[config.mk]
export PLATFORM = sky130hd
export DESIGN_NAME = dma_cpu_io_master
export DESIGN_NICKNAME = d
export VERILOG_FILES = /design/src/rtl/dma_pkg.sv /design/src/rtl/dma_io_cycle.sv /design/src/rtl/dma_cpu_io_master.sv
export SDC_FILE = /design/constraint.sdc
export NUM_CORES = 1
export LEC_CHECK = 0
export ABC_CLOCK_PERIOD_IN_PS = 2900
export CORE_MARGIN = 10
export CORE_UTILIZATION = 35
export DETAILED_ROUTE_END_ITERATION = 10
export PLACE_DENSITY = 0.63
export REMOVE_ABC_BUFFERS = 1
export SLEW_MARGIN = 20
export SYNTH_ARGS = -nofsm -noshare
export SYNTH_HDL_FRONTEND = slang
export SYNTH_SLANG_ARGS = --single-unit
[constraint.sdc]
create_clock -name CLK -period 2.9 [get_ports CLK]
set_clock_uncertainty 0.05 [all_clocks]
set_input_delay 0.58 -clock CLK [delete_from_list [all_inputs] [get_ports CLK]]
set_output_delay 0.58 -clock CLK [all_outputs]
set_load 0.005 [all_outputs]
[src/rtl/dma_pkg.sv]
// Shared types and register map for the 8237A program-mode I/O master.
package dma_pkg;

    localparam int unsigned ADDR_W = 4;
    localparam int unsigned BYTE_W = 8;
    localparam int unsigned CNT_W  = 4;

    typedef enum logic [1:0] {
        ST_IDLE,
        ST_SETUP,
        ST_STROBE,
        ST_HOLD
    } io_state_e;

    typedef enum logic [1:0] {
        PH_CLR,
        PH_LO,
        PH_HI
    } phase_e;

    localparam logic [ADDR_W-1:0] BASE_ADDR_CH0  = 4'h0;
    localparam logic [ADDR_W-1:0] BASE_COUNT_CH0 = 4'h1;
    localparam logic [ADDR_W-1:0] BASE_ADDR_CH1  = 4'h2;
    localparam logic [ADDR_W-1:0] BASE_COUNT_CH1 = 4'h3;
    localparam logic [ADDR_W-1:0] BASE_ADDR_CH2  = 4'h4;
    localparam logic [ADDR_W-1:0] BASE_COUNT_CH2 = 4'h5;
    localparam logic [ADDR_W-1:0] BASE_ADDR_CH3  = 4'h6;
    localparam logic [ADDR_W-1:0] BASE_COUNT_CH3 = 4'h7;
    localparam logic [ADDR_W-1:0] STATUS_ADDR    = 4'h8;
    localparam logic [ADDR_W-1:0] COMMAND_ADDR   = 4'h8;
    localparam logic [ADDR_W-1:0] MODE_ADDR      = 4'hB;
    localparam logic [ADDR_W-1:0] CLR_BP_ADDR    = 4'hC;
    localparam logic [ADDR_W-1:0] MASK_ADDR      = 4'hF;

    typedef struct packed {
        logic              write;
        logic [ADDR_W-1:0] addr;
        logic [BYTE_W-1:0] data;
    } byte_cycle_t;

    // Bus payload of one byte cycle for the given phase of a request.
    function automatic byte_cycle_t phase_payload(input phase_e ph, input logic wr,
                                                  input logic [ADDR_W-1:0] addr,
                                                  input logic [2*BYTE_W-1:0] wdata);
        byte_cycle_t c;
        case (ph)
            PH_CLR:  c = '{write: 1'b1, addr: CLR_BP_ADDR, data: 8'h00};
            PH_HI:   c = '{write: wr, addr: addr, data: wdata[15:8]};
            default: c = '{write: wr, addr: addr, data: wdata[7:0]};
        endcase
        return c;
    endfunction

endpackage

[src/rtl/dma_io_cycle.sv]
// One registered 8237A I/O byte cycle: SETUP, STROBE for STROBE_CYCLES clocks, HOLD.
module dma_io_cycle
    import dma_pkg::*;
#(
    parameter int unsigned STROBE_CYCLES = 2
) (
    input  logic              CLK,
    input  logic              RESET_N,
    input  logic              start,
    input  logic              write,
    input  logic [ADDR_W-1:0] addr,
    input  logic [BYTE_W-1:0] wdata,
    input  logic [BYTE_W-1:0] db_in,
    output logic              idle_c,
    output logic              strobe_c,
    output logic              done_c,
    output logic [BYTE_W-1:0] rdata,
    output logic              cs_n,
    output logic              ior_n,
    output logic              iow_n,
    output logic [ADDR_W-1:0] addr_l,
    output logic [BYTE_W-1:0] db_out,
    output logic              db_oe
);

    io_state_e         state_q, state_d;
    logic [CNT_W-1:0]  cnt_q, cnt_d;
    logic              wr_q, wr_d;
    logic [ADDR_W-1:0] addr_q, addr_d;
    logic [BYTE_W-1:0] dout_q, dout_d;
    logic [BYTE_W-1:0] rdata_q, rdata_d;
    logic              cs_n_q, cs_n_d, ior_n_q, ior_n_d, iow_n_q, iow_n_d, oe_q, oe_d;

    assign idle_c   = (state_q == ST_IDLE);
    assign strobe_c = (state_q == ST_STROBE);
    assign done_c   = (state_q == ST_HOLD);

    // Bus pins are decoded from the next state so they leave the flops aligned with it.
    always_comb begin
        state_d = state_q;
        cnt_d   = cnt_q;
        wr_d    = wr_q;
        addr_d  = addr_q;
        dout_d  = dout_q;
        rdata_d = rdata_q;
        case (state_q)
            ST_IDLE:   if (start) state_d = ST_SETUP;
            ST_SETUP: begin
                state_d = ST_STROBE;
                cnt_d   = '0;
            end
            ST_STROBE: begin
                if (cnt_q == CNT_W'(STROBE_CYCLES - 1)) begin
                    state_d = ST_HOLD;
                    rdata_d = db_in;
                end else begin
                    cnt_d = cnt_q + CNT_W'(1);
                end
            end
            ST_HOLD:   state_d = start ? ST_SETUP : ST_IDLE;
            default:   state_d = ST_IDLE;
        endcase
        if (start && (state_q == ST_IDLE || state_q == ST_HOLD)) begin
            wr_d   = write;
            addr_d = addr;
            if (write) dout_d = wdata;
        end
        cs_n_d  = (state_d == ST_IDLE);
        ior_n_d = !((state_d == ST_STROBE) && !wr_d);
        iow_n_d = !((state_d == ST_STROBE) && wr_d);
        oe_d    = (state_d != ST_IDLE) && wr_d;
    end

    always_ff @(posedge CLK or negedge RESET_N) begin
        if (!RESET_N) begin
            state_q <= ST_IDLE;
            cnt_q   <= '0;
            wr_q    <= 1'b0;
            addr_q  <= '0;
            dout_q  <= '0;
            rdata_q <= '0;
            cs_n_q  <= 1'b1;
            ior_n_q <= 1'b1;
            iow_n_q <= 1'b1;
            oe_q    <= 1'b0;
        end else begin
            state_q <= state_d;
            cnt_q   <= cnt_d;
            wr_q    <= wr_d;
            addr_q  <= addr_d;
            dout_q  <= dout_d;
            rdata_q <= rdata_d;
            cs_n_q  <= cs_n_d;
            ior_n_q <= ior_n_d;
            iow_n_q <= iow_n_d;
            oe_q    <= oe_d;
        end
    end

    assign rdata  = rdata_q;
    assign cs_n   = cs_n_q;
    assign ior_n  = ior_n_q;
    assign iow_n  = iow_n_q;
    assign addr_l = addr_q;
    assign db_out = dout_q;
    assign db_oe  = oe_q;

endmodule

[src/rtl/dma_cpu_io_master.sv]
// Request/response front end that sequences clear-byte-pointer, low and high byte cycles.
module dma_cpu_io_master
    import dma_pkg::*;
#(
    parameter int unsigned STROBE_CYCLES = 2,
    parameter bit          AUTO_CLR_BP   = 1'b1
) (
    input  logic                CLK,
    input  logic                RESET_N,
    input  logic                req_valid,
    output logic                req_ready,
    input  logic                req_write,
    input  logic                req_wide,
    input  logic [ADDR_W-1:0]   req_addr,
    input  logic [2*BYTE_W-1:0] req_wdata,
    output logic                rsp_valid,
    output logic [2*BYTE_W-1:0] rsp_rdata,
    output logic                rsp_err,
    input  logic                HLDA,
    output logic                CS_N,
    output logic                IOR_N,
    output logic                IOW_N,
    output logic [ADDR_W-1:0]   ADDR_L,
    output logic [BYTE_W-1:0]   DB_OUT,
    output logic                DB_OE,
    input  logic [BYTE_W-1:0]   DB_IN
);

    phase_e              phase_q, phase_d;
    logic                wide_q, wide_d, write_q, write_d;
    logic [ADDR_W-1:0]   addr_q, addr_d;
    logic [2*BYTE_W-1:0] wdata_q, wdata_d;
    logic [BYTE_W-1:0]   lo_q, lo_d;
    logic                err_q, err_d;
    logic                rsp_valid_q, rsp_valid_d, rsp_err_q, rsp_err_d;
    logic [2*BYTE_W-1:0] rsp_rdata_q, rsp_rdata_d;

    logic              io_idle_c, io_strobe_c, io_done_c, start_c, accept_c, more_c;
    logic [BYTE_W-1:0] io_rdata;
    byte_cycle_t       cyc_c;

    assign req_ready = io_idle_c && !HLDA;
    assign accept_c  = req_valid && req_ready;
    assign more_c    = (phase_q == PH_CLR) || ((phase_q == PH_LO) && wide_q);

    // Phase sequencing; the next byte cycle is launched straight out of HOLD so CS_N stays low.
    always_comb begin
        phase_d     = phase_q;
        wide_d      = wide_q;
        write_d     = write_q;
        addr_d      = addr_q;
        wdata_d     = wdata_q;
        lo_d        = lo_q;
        err_d       = err_q;
        rsp_valid_d = 1'b0;
        rsp_err_d   = rsp_err_q;
        rsp_rdata_d = rsp_rdata_q;
        start_c     = 1'b0;
        cyc_c       = '0;
        if (accept_c) begin
            wide_d  = req_wide;
            write_d = req_write;
            addr_d  = req_addr;
            wdata_d = req_wdata;
            lo_d    = '0;
            err_d   = 1'b0;
            phase_d = (req_wide && AUTO_CLR_BP) ? PH_CLR : PH_LO;
            start_c = 1'b1;
            cyc_c   = phase_payload(phase_d, req_write, req_addr, req_wdata);
        end else if (io_done_c) begin
            if (phase_q == PH_LO) lo_d = io_rdata;
            if (more_c) begin
                phase_d = (phase_q == PH_CLR) ? PH_LO : PH_HI;
                start_c = 1'b1;
                cyc_c   = phase_payload(phase_d, write_q, addr_q, wdata_q);
            end else begin
                rsp_valid_d = 1'b1;
                rsp_err_d   = err_q;
                if (write_q)                rsp_rdata_d = '0;
                else if (phase_q == PH_HI)  rsp_rdata_d = {io_rdata, lo_q};
                else                        rsp_rdata_d = {8'h00, io_rdata};
            end
        end
        if (io_strobe_c && HLDA) err_d = 1'b1;
    end

    always_ff @(posedge CLK or negedge RESET_N) begin
        if (!RESET_N) begin
            phase_q     <= PH_LO;
            wide_q      <= 1'b0;
            write_q     <= 1'b0;
            addr_q      <= '0;
            wdata_q     <= '0;
            lo_q        <= '0;
            err_q       <= 1'b0;
            rsp_valid_q <= 1'b0;
            rsp_err_q   <= 1'b0;
            rsp_rdata_q <= '0;
        end else begin
            phase_q     <= phase_d;
            wide_q      <= wide_d;
            write_q     <= write_d;
            addr_q      <= addr_d;
            wdata_q     <= wdata_d;
            lo_q        <= lo_d;
            err_q       <= err_d;
            rsp_valid_q <= rsp_valid_d;
            rsp_err_q   <= rsp_err_d;
            rsp_rdata_q <= rsp_rdata_d;
        end
    end

    assign rsp_valid = rsp_valid_q;
    assign rsp_err   = rsp_err_q;
    assign rsp_rdata = rsp_rdata_q;

    dma_io_cycle #(
        .STROBE_CYCLES(STROBE_CYCLES)
    ) u_io_cycle (
        .CLK     (CLK),
        .RESET_N (RESET_N),
        .start   (start_c),
        .write   (cyc_c.write),
        .addr    (cyc_c.addr),
        .wdata   (cyc_c.data),
        .db_in   (DB_IN),
        .idle_c  (io_idle_c),
        .strobe_c(io_strobe_c),
        .done_c  (io_done_c),
        .rdata   (io_rdata),
        .cs_n    (CS_N),
        .ior_n   (IOR_N),
        .iow_n   (IOW_N),
        .addr_l  (ADDR_L),
        .db_out  (DB_OUT),
        .db_oe   (DB_OE)
    );

endmodule

Word level (Yosys, flattened, before mapping)
Cells that the tools add are included.
Widths: inputs -> output; s select.
{"block": "word_totals", "output_inout_bits": 35, "wordCells": 94, "ff_bits": 82, "inputBits": 34}
{"block": "classes", "mux": 30, "reduce_logical": 31, "add_sub_neg": 1, "bitwise_logic": 2, "n_eq_ne": 10}
{"op": "$pmux 13 s2", "count": 2}
{"op": "$mux 13", "count": 3}
{"op": "$mux 16", "count": 2}
{"op": "$mux 8", "count": 3}
{"op": "$mux 2", "count": 6}
{"op": "$reduce_bool 2->1", "count": 6}
{"op": "$mux 1", "count": 11}
{"op": "$eq 2x2->1 const B", "count": 5}
{"op": "$logic_not 2->1", "count": 5}
{"op": "$reduce_and 2->1", "count": 5}
{"op": "$logic_and 1x1->1", "count": 8}
{"op": "$pmux 2 s4", "count": 1}
{"op": "$pmux 4 s2", "count": 1}
{"op": "$add 4x1->4 const B", "count": 1}
{"op": "$eq 2x1->1 const B", "count": 2}
{"op": "$eq 4x1->1 const B", "count": 1}
{"op": "$logic_not 1->1", "count": 4}
{"op": "$mux 4", "count": 1}
{"op": "$reduce_and 3->1", "count": 1}
{"op": "$eq 1x2->1 const B", "count": 1}
{"op": "$logic_or 1x1->1", "count": 2}
{"op": "$ne 2x2->1 const B", "count": 1}
{"op": "$not 1->1", "count": 2}

Logic depth before layout (Yosys ltp)
{"block": "logic_depth", "depth_word": 11, "mapped_depth": 8}

By module
Synthesis repeated with hierarchy kept, for this count alone.
{"block": "unflattened", "cells_unflattened": 365, "area_unflattened_um2": 3753.6}
{"mod": "dma_cpu_io_master", "seq_area_each_um2": 1277.5, "area_per_inst_um2": 2422.3, "n_inst": 1, "cells_per_inst": 267}
{"mod": "dma_io_cycle", "seq_area_each_um2": 779.5, "area_per_inst_um2": 1331.3, "n_inst": 1, "cells_per_inst": 98}

Least setup slack after synthesis
Ideal clock, no wire load.
{"block": "synth_timing", "path_type": "register -> register", "from": "register u_io_cycle.state_q[0]", "to": "register u_io_cycle.dout_q[0] (netlist: u_io_cycle.db_out[0])", "path_stages_with_launch": 9, "arrival_time_ps": 1745, "setup_time_ps": 125, "slack_ps": 980, "path_cell_list": "dfrtp_1 -> inv_1 -> ha_1 -> and3b_1 -> buf_4 -> a31oi_1 -> or3_1 -> buf_6 -> mux2_4"}
{"block": "synth_via", "elab_chain_cells": 6, "word_cells_on_any_way": 11, "classes_between": "1 x eq/ne; 4 x mux; 6 x reduce/logical"}
{"element": "start: declaration", "line_no": "dma_io_cycle.sv:26", "source": "io_state_e state_q, state_d;"}
{"element": "start signal: assignment", "line_no": "dma_io_cycle.sv:87", "source": "state_q <= state_d;"}
{"element": "$logic_not 2->1", "line_no": "dma_io_cycle.sv:34, dma_io_cycle.sv:63"}
{"element": "$logic_and 1x1->1", "line_no": "dma_cpu_io_master.sv:42", "source": "assign req_ready = io_idle_c && !HLDA;"}
{"element": "$logic_and 1x1->1", "line_no": "dma_cpu_io_master.sv:43", "source": "assign accept_c = req_valid && req_ready;"}
{"element": "$mux 1", "line_no": "dma_cpu_io_master.sv:60", "source": "if (accept_c) begin"}
{"element": "$logic_and 1x1->1", "line_no": "dma_io_cycle.sv:63", "source": "if (start && (state_q == ST_IDLE || state_q == ST_HOLD)) begin"}
{"element": "$reduce_and 2->1 (no source line)"}
{"element": "end signal: assignment", "line_no": "dma_io_cycle.sv:91", "source": "dout_q <= dout_d;"}
{"element": "end: declaration", "line_no": "dma_io_cycle.sv:30", "source": "logic [BYTE_W-1:0] dout_q, dout_d;"}
Several ways; a longest one is shown, not always the timed one.
A chain may end at the register's enable or synchronous reset.

Worst setup path after layout
{"block": "layout_timing", "from": "register u_io_cycle.state_q[0]", "to": "output port req_ready"}
{"block": "layout_via", "elab_chain_cells": 2}
{"element": "$logic_not 2->1", "line_no": "dma_io_cycle.sv:34", "source": "assign idle_c = (state_q == ST_IDLE);"}
{"element": "$logic_and 1x1->1", "line_no": "dma_cpu_io_master.sv:42"}
{"element": "end: declaration", "line_no": "dma_cpu_io_master.sv:11", "source": "output logic req_ready,"}
Every way passes these cells.

==> out/metrics.yaml <==
timing:
  period_needed_ns: 2.338
  max_clock_freq_mhz: 427.7
  finalMaxSlewViolations: 0
  setup_viol: 0
  hold_slack_ns: 0.1882
  slew_headroom_pct: 54.21
  setup_tns_ns: 0
  hold_violations: 0
  rsz0062_at_grt: "no"
  fin_crit_sh_pct: 80.62
  worstMarginPinSlew_ns: 0.6843
logic_synthesis:
  synth_compound_area_share_pct: 10.09
  synth_top_family_by_area: "simple AND/OR/NAND/NOR gates"
  yosysWarnings: 0
  ys_types: 40
  synth_area_um2: 3647
  synth.area.mux_share_pct: 11.08
  syn-instance-count: 347
  ys_ff_latch: 82
  synth_xor_area_share_pct: 0.2401
  avgSynthCellArea_um2: 10.51
  yosys.area_share.simple_pct: 16.88
  synth_seq_area_share_pct: 56.40
  yosys.area_share.adder_pct: 2.401
hold_path:
  hp-class: "in -> async"
finish:
  nets: 457
  layout_common_cells: "102 x nand2_1, 78 x dfrtp_1, 67 x clkdlybuf4s50_1"
  antenna_cells: 0
  area_growth_pct: 29.88
  drive_gt1_share_pct: 11.64
  final_common_cell: "nand2_1"
clock_tree:
  post_cts_buffers: 0
  cts-resized-gates: 0
  root_buffer: "clkbuf_8"
  numCtsBuffers: 9
  path_clk_slew_ns: 0.08
  hold_buffers: 0
  cts.sinks: 82
  cts_tree: "yes"
  htreeDepth: 3
  clk_latency_ns: 0.35
  clockBufferDepth: 2
drt:
  routed_via_density: 4.846
  wl_per_cell_um: 15.07
  drt_iter0_markers: 218
  detailroute.via_count: 2699
  wl_um: 8396
  drcViolationCount: 0
  ant_nets: 0
  first_pass_iters: 4
pwr:
  seqPwrFrac_pct: 42.6
  power.internal_mw: 3.174
  switching_share_pct: 33.17
  pwr-share-comb_pct: 36.9
  clkPwrFrac_pct: 20.5
  p_sw_mw: 1.576
  cellLeakagePower_nw: 2.114
  cellPowerDensity_nw_per_um2: 1003
  ir_worst_vdd_v: 0.0004074
worst_setup_path:
  crit_type: "reg -> out"
  cp.arrival_ns: 1.71
  cp_max_fo: 4
  required_ns: 2.27
  start_kind: "register"
  end_kind: "primary output"
floorplanning:
  core_area_um2: 10230
  rows: 37
  initial_core_util_pct: 35.65
  dieHeight_um: 122.1
  die_w_um: 122.1
  fp.dieArea_um2: 14900
  ios: 69
global_route:
  grt_max_degree: 83
  grtUsageTotal_pct: 11.57
  grt_first_pass_wirelength_um: 13990
  grt_overflow: 0
  grt_pass1_vias: 2763
  antenna_found_initial: 0
place:
  portBuffers: 68
  gp_congestion: 0.8020
  dpl.hpwl_um: 6004
run_status:
  status: "completed"
job:
  drv_cap: 0
## worst max-delay path: stages, from the launching register on
cell	delay [ns]
dfrtp_1	0.42
inv_1	0.12
ha_1	0.18
nor2b_1	0.13
clkdlybuf4s50_1	0.52
## cells in the mapped netlist
master | n | area share (%)
a21oi_1 | 11 | 1.5
a22o_1 | 3 | 0.72
a31oi_1 | 1 | 0.17
and3_1 | 1 | 0.17
and3b_1 | 1 | 0.24
buf_1 | 2 | 0.21
buf_2 | 4 | 0.55
buf_4 | 1 | 0.21
buf_6 | 1 | 0.31
clkbuf_1 | 10 | 1.0
dfrtp_1 | 78 | 54
dfstp_2 | 4 | 2.9
ha_1 | 7 | 2.4
inv_1 | 6 | 0.62
mux2_2 | 11 | 3.4
mux2_4 | 8 | 3.3
mux2i_1 | 16 | 4.4
nand2_1 | 102 | 10
nand2b_1 | 5 | 0.86
nand3_1 | 11 | 1.5
nand3b_1 | 2 | 0.41
nor2_1 | 5 | 0.51
nor2_2 | 1 | 0.17
nor2b_1 | 6 | 1.0
nor2b_2 | 1 | 0.24
nor3_1 | 3 | 0.41
nor3b_1 | 1 | 0.21
nor4_1 | 1 | 0.17
nor4bb_1 | 1 | 0.27
o211ai_1 | 1 | 0.21
o21a_1 | 1 | 0.21
o21ai_0 | 16 | 2.2
o21ai_1 | 1 | 0.14
o22a_1 | 2 | 0.48
o22ai_1 | 2 | 0.34
o2bb2ai_1 | 8 | 1.9
o31ai_1 | 8 | 1.6
o32a_1 | 2 | 0.55
or3_1 | 1 | 0.17
xnor2_1 | 1 | 0.24
## power groups by stage
stage	sequential (mW)	clock [mW]	combinational (mW)
after floorplan	1.95	0	1.03
after global placement	2.03	0	1.74
after detailed placement	2.05	0	1.79
after CTS	2.03	0.998	1.79
after global routing	2.09	1.04	1.98
final	2.02	0.973	1.76
## path summary, 6_finish.rpt
kind	start	end	slack [ns]	depth (start not counted)
min in group CLK	u_io_cycle.wr_q	u_io_cycle.iow_n	0.40	1
max in group asynchronous	RESET_N	phase_q[0]	2.24	2
worst max register to register	u_io_cycle.state_q[0]	u_io_cycle.db_out[4]	0.73	6
worst max-delay path	u_io_cycle.state_q[0]	req_ready	0.56	4
worst min register to register	u_io_cycle.wr_q	u_io_cycle.iow_n	0.40	1
worst min-delay path	RESET_N	addr_q[2]	0.19	2
## logic make-up after synthesis
| family | after synthesis |
|---|---|
| simple gates | 142 |
| compound gates | 56 |
| flops | 82 |
| mux | 35 |
| buf+inv | 24 |
| xor+xnor | 1 |
| fa+ha+maj | 7 |
## metal layers
| metal | share of wire [%] | up-vias | routed length [um] | track usage (%) |
|---|---|---|---|---|
| met5 | 0 | - | 0 | 0 |
| met4 | 0.81 | 0 | 68 | 2.872 |
| met3 | 7.5 | 6 | 630 | 4.857 |
| met2 | 45 | 66 | 3758 | 17.33 |
| met1 | 47 | 1312 | 3939 | 15.17 |
| li1 | - | 1315 | - | - |
## final cells by class
| cell class | instances | area (um^2) |
|---|---|---|
| timing repair buffer | 76 | 763.2 |
| clock inverter | 5 | 102.6 |
| multi-input combinational | 241 | 1490 |
| inverter | 6 | 22.52 |
| clock buffer | 11 | 131.4 |
| tap | 136 | 170.2 |
| fill | 963 | 5494 |
| sequential | 82 | 2057 |
## registers in the layout, indices dropped and copies added, names as in the netlist
name                count
err_q                   1
lo_q                    8
wdata_q                16
write_q                 1
u_io_cycle.ior_n        1
u_io_cycle.wr_q         1
addr_q                  4
u_io_cycle.state_q      2
rsp_rdata              16
u_io_cycle.cs_n         1
u_io_cycle.db_out       8
phase_q                 2
wide_q                  1
u_io_cycle.rdata        8
u_io_cycle.db_oe        1
rsp_err                 1
u_io_cycle.addr_l       4
rsp_valid               1
u_io_cycle.iow_n        1
u_io_cycle.cnt_q        4
## metrics by stage
stage	power, mW	setup WS [ns]	cells	cell area (um^2)	utilization, %
6_report	4.750	0.5620	557	4737	46.30
5_1_grt	5.114	0.4395	557	4737	46.30
4_1_cts	4.817	0.5415	557	4737	46.30
3_5_place_dp	3.832	0.2714	541	4503	44.01
3_3_place_gp	3.778	0.2993	541	4503	44.01
2_1_floorplan	2.982	0.08939	329	3563	-
Note: power is estimated with default switching activity, not from simulation.
==> variant 1 (same settings) <==
Set the parameter `AUTO_CLR_BP` to 1'b0 (it was 1'b1).
--- a/src/rtl/dma_cpu_io_master.sv
+++ b/src/rtl/dma_cpu_io_master.sv
@@ -3,7 +3,7 @@
     import dma_pkg::*;
 #(
     parameter int unsigned STROBE_CYCLES = 2,
-    parameter bit          AUTO_CLR_BP   = 1'b1
+    parameter bit          AUTO_CLR_BP   = 1'b0
 ) (
     input  logic                CLK,
     input  logic                RESET_N,
Formal check against the unedited RTL: not equivalent (a bounded check fails within 4 cycles, from zero or initial values and one cycle with RESET_N low).
==> variant 1 against the unedited design <==
  * Sequential cell count stayed put
  * Power shrank 6.9%
  * Synthesized area down 3.0%
  * Setup slack improved by 0.013 ns
  * Routed wire length is 4.2% lower
  * Critical endpoint unchanged
  * Largest power group unchanged
  * Global-route usage down 0.50 points
  * Sequential share of layout area is 1.6 points higher
  * Highest routed layer is now met5
  * Design area is 3.5% lower
==> variant 1: results (changes against the unedited design) <==
Pwr:
- The fraction of power spent switching nets is 35.4% (+2.3 points).
- The worst vdd rail ir drop is 0.372 mV (-8.6%).
- The static leakage is 2.11 nW (about the same).

Layout:
- The number of nets in the layout was 449 (-1.8%).
- The final antenna diode count came to 0 (unchanged).
- The ratio of cells with drive above 1 in the final layout came to 12.1% (+0.47 points).

Detailed routing:
- The average wire per cell in the routed design is 14.7 um (-2.3%).
- The uppermost signal routing layer after detailed routing is met5.
- The count of TritonRoute iterations in the first routing pass is 4 (unchanged).
- The total met3 wirelength after detailed routing is 608 um (-3.5%).
- The via count of the routed design was 2589 (-4.1%).
- The number of design-rule violations left by the first detailed-router iteration is 95 (-56%).
- The amount of wire on met2 after detailed routing is 3560 um (-5.4%).
- The routed length on met1 was 3840 um (-2.5%).

Placement:
- The count of input and output buffers is 68 (unchanged).
- The final RePlAce weighted congestion was 0.747 (-6.8%).
- The half-perimeter wire length of the detailed placement result is 5700 um (-5.1%).

Synth:
- The sequential element share of the synthesized area is 58.1% (+1.7 points).
- Yosys attributes the largest share of cell area to sky130_fd_sc_hd__dfrtp_1, sky130_fd_sc_hd__nand2_1, sky130_fd_sc_hd__mux2_2.
- The number of warnings issued by yosys is 0 (unchanged).
- The post-synthesis async set-or-reset flop share is 100% (unchanged).
- The distinct cell type count of the synthesized netlist is 39 (-2.5%).
- By count the netlist is led by sky130_fd_sc_hd__nand2_1, sky130_fd_sc_hd__dfrtp_1, sky130_fd_sc_hd__o21ai_0.

Clocking:
- After clock tree synthesis, the clock-pin slew on the worst setup and hold paths is 0.09 ns.
- The root buffer cell chosen for the clock tree is sky130_fd_sc_hd__clkbuf_8.
- The TritonCTS buffer count came to 9 (unchanged).
- The number of H-tree branching levels is 3 (unchanged).
- The clock latency at the later pin of the worst-skew pair is 0.34 ns.
- The maximum buffer depth of the clock tree is 2 (unchanged).
- The count of instances resized after the clock tree is built is 0 (unchanged).
- The number of buffers inserted by post-CTS setup repair is 0 (unchanged).

Critical path:
- The maximum fanout count along the critical path is 4 (unchanged).
- The worst endpoint data arrival time is 1.69 ns (-0.02 ns).

Global route:
- The largest net degree at the start of global routing is 45 (-46%).
- The global routing usage summed across all routing layers is 11.1% (-0.50 points).
- The global-route wire length before repair came to 13200 um (-5.4%).
- The initial antenna violation count was 1 (+1).

Floorplanning:
- The die area is 14500 um^2 (-2.5%).

Timing:
- The pin slew with the least headroom to its limit is 0.989 ns (+0.304 ns).

Run status:
- The flow ran to the end, and the final reports show no timing, DRC or antenna violations.

Min path:
- The worst hold path belongs to the class primary input to asynchronous set/reset pin.
==> variant 1: cell families (layout without fill, tap and decap cells) <==
kind of cell / Yosys count / after routing / share of synthesized area (%)
buf+inv: 23 / 100 / 2.51
flops: 82 / 82 / 58.1
xor+xnor: 1 / 1 / 0.247
compound gates: 59 / 59 / 10.7
mux: 34 / 34 / 10.2
simple gates: 130 / 130 / 15.7
fa+ha+maj: 7 / 7 / 2.47
==> variant 1: critical path, cell delays in order, from the launching register on <==
cell	delay (ns)
sky130_fd_sc_hd__dfrtp_1	0.42
sky130_fd_sc_hd__inv_1	0.11
sky130_fd_sc_hd__ha_1	0.19
sky130_fd_sc_hd__nor2b_1	0.13
sky130_fd_sc_hd__clkdlybuf4s50_1	0.51
==> variant 1: metrics by stage <==
step	area, um^2	setup WS [ns]	power [mW]	utilization (%)	instances
floorplan	3480	0.327	2.91	-	320
global placement	4390	0.326	3.65	44.8	530
detailed placement	4390	0.295	3.71	44.8	530
CTS	4570	0.541	4.49	46.6	546
global route	4570	0.432	4.79	46.6	546
finish	4570	0.575	4.42	46.6	546
==> variant 1: metal layers <==
metal / up-vias / track usage [%]
li1: 1271 / -
met1: 1241 / 14.8
met2: 71 / 16.3
met3: 4 / 4.61
met4: 2 / 2.71
met5: - / 0
==> variant 1: path summary, 6_finish.rpt <==
check	cells after the start	startpoint	end	slack [ns]
min in group CLK	2	wdata_q[13]$_DFFE_PN0P_	wdata_q[13]$_DFFE_PN0P_	0.43
hold / removal	1	RESET_N	wdata_q[13]$_DFFE_PN0P_	0.17
hold reg to reg	2	wdata_q[13]$_DFFE_PN0P_	wdata_q[13]$_DFFE_PN0P_	0.43
max in group asynchronous	2	RESET_N	u_io_cycle.ior_n$_DFF_PN1_	1.90
setup reg to reg	6	u_io_cycle.state_q[0]$_DFF_PN0_	u_io_cycle.db_out[0]$_DFFE_PN0P_	0.71
setup / recovery	4	u_io_cycle.state_q[0]$_DFF_PN0_	req_ready	0.58
==> variant 1: final cells by class <==
class / instances / area [um^2]
sequential: 82 / 2060
multi-input combinational: 231 / 1400
clock buffer: 10 / 128
timing repair buffer: 77 / 746
inverter: 7 / 26.3
clock inverter: 6 / 50.0
fill: 991 / 5250
tap: 133 / 166
==> variant 1: power groups by stage <==
stage                     Combinational (mW)  Sequential [mW]  Clock, mW
after floorplan                        0.992             1.92          0
after global placement                  1.68             1.97          0
after detailed placement                1.73             1.99          0
after CTS                               1.74             1.97      0.784
after global routing                    1.92             2.04      0.838
final                                   1.70             1.96      0.758
==> variant 2 (same flow settings) <==
Made on the original files. Register the output `rsp_err` once more; this adds one clock of latency there. The other outputs are not delayed to match.
--- a/src/rtl/dma_cpu_io_master.sv
+++ b/src/rtl/dma_cpu_io_master.sv
@@ -111,7 +111,9 @@
     end
 
     assign rsp_valid = rsp_valid_q;
-    assign rsp_err   = rsp_err_q;
+    always_ff @(posedge CLK) begin
+        rsp_err <= rsp_err_q;
+    end
     assign rsp_rdata = rsp_rdata_q;
 
     dma_io_cycle #(
Behaviour: not the same (Yosys sat finds a counterexample within 10 cycles, from zero or initial values and one cycle with RESET_N low).
==> variant 2 against the unedited design <==
  * Routed wire length up 1.6%
  * Hold slack worse by 0.11 ns
  * Sequential cell count increased by 1
  * Synthesized area grew 0.55%
  * Setup slack worse by 0.0072 ns
  * Power down 0.46%
  * Design area rose by 0.61%
==> variant 2: results (changes against the unedited design) <==
Detailed routing:
- The average wire per cell in the routed design came to 15.2 um (+0.84%).
- The post-detailed-route via-to-cell ratio came to 4.81 (-0.79%).
- The number of antenna-violating nets in the routed design is 0 (unchanged).

Pwr:
- The worst vdd rail ir drop is 0.402 mV (-1.3%).
- The switching power summed over all nets came to 1.60 mW (+1.3%).
- The clock share of power came to 19.7% (-0.8 points).
- The portion of total power attributed to combinational logic is 37.1% (+0.2 points).
- The static leakage was 2.14 nW (+1.1%).

Placement:
- The post-detailed-placement cell area is 4510 um^2 (+0.22%).
- The cell total after placement came to 544 (+0.55%).
- The worst setup timing slack at the placement stage was 0.311 ns (+0.0397 ns).

Synth:
- The compound-gate portion of the synthesized area is 10.0% (-0.055 points).
- In the post-synthesis netlist, the biggest area contributors are sky130_fd_sc_hd__dfrtp_1, sky130_fd_sc_hd__nand2_1, sky130_fd_sc_hd__mux2i_1.
- The fraction of synthesized area in multiplexers came to 11.0% (-0.060 points).
- The xor/xnor cell area share of the yosys netlist is 0.239% (-0.0013 points).
- The gate count after technology mapping is 348 (+0.29%).
- The arithmetic-cell share of the synthesized area counting full adders, half adders and majority gates is 2.39% (-0.013 points).
- The sequential element share of the synthesized area is 56.6% (+0.24 points).

Timing:
- The worst slew margin relative to its limit is 47.5% (-6.8 points).
- The worst-case setup margin in the final layout came to 0.555 ns (-0.00724 ns).
- The smallest hold slack is 0.0813 ns (-0.107 ns).

Critical path:
- The destination of the worst register-to-register timing path is u_io_cycle.db_out[1]$_DFFE_PN0P_.

Global route:
- The number of global-route vias before repair is 2846 (+3.0%).
- The global routing usage summed across all routing layers is 11.9% (+0.30 points).
- The largest net degree at the start of global routing is 81 (-2.4%).

Layout:
- The number of nets in the layout came to 461 (+0.88%).
- The post-route non-filler standard cell count is 561 (+0.72%).
- The ratio of cells with drive above 1 in the final layout is 12.7% (+1.1 points).

Run status:
- The flow ran to the end, and the final reports show no timing, DRC or antenna violations.
==> variant 2: critical path, cell delays in order, from the launching register on <==
cell and delay [ns]:
sky130_fd_sc_hd__dfrtp_1 0.42, sky130_fd_sc_hd__inv_1 0.12, sky130_fd_sc_hd__ha_1 0.19, sky130_fd_sc_hd__nor2b_1 0.14, sky130_fd_sc_hd__clkdlybuf4s50_1 0.51
==> variant 2: routing by layer <==
layer,GRT usage [%],part of all wire [%]
met2,18.5,46
met1,14.9,45
met4,3.76,0.86
met5,0,0
met3,4.59,8.6
==> variant 2: final cells by class <==
cell class / count / area (um^2)
multi-input cells: 241 / 1490
fillers: 995 / 5510
inverters: 6 / 22.5
clock inverters: 6 / 87.6
flip-flops and latches: 83 / 2080
well taps: 136 / 170
clock buffers: 10 / 138
repair buffers: 79 / 781
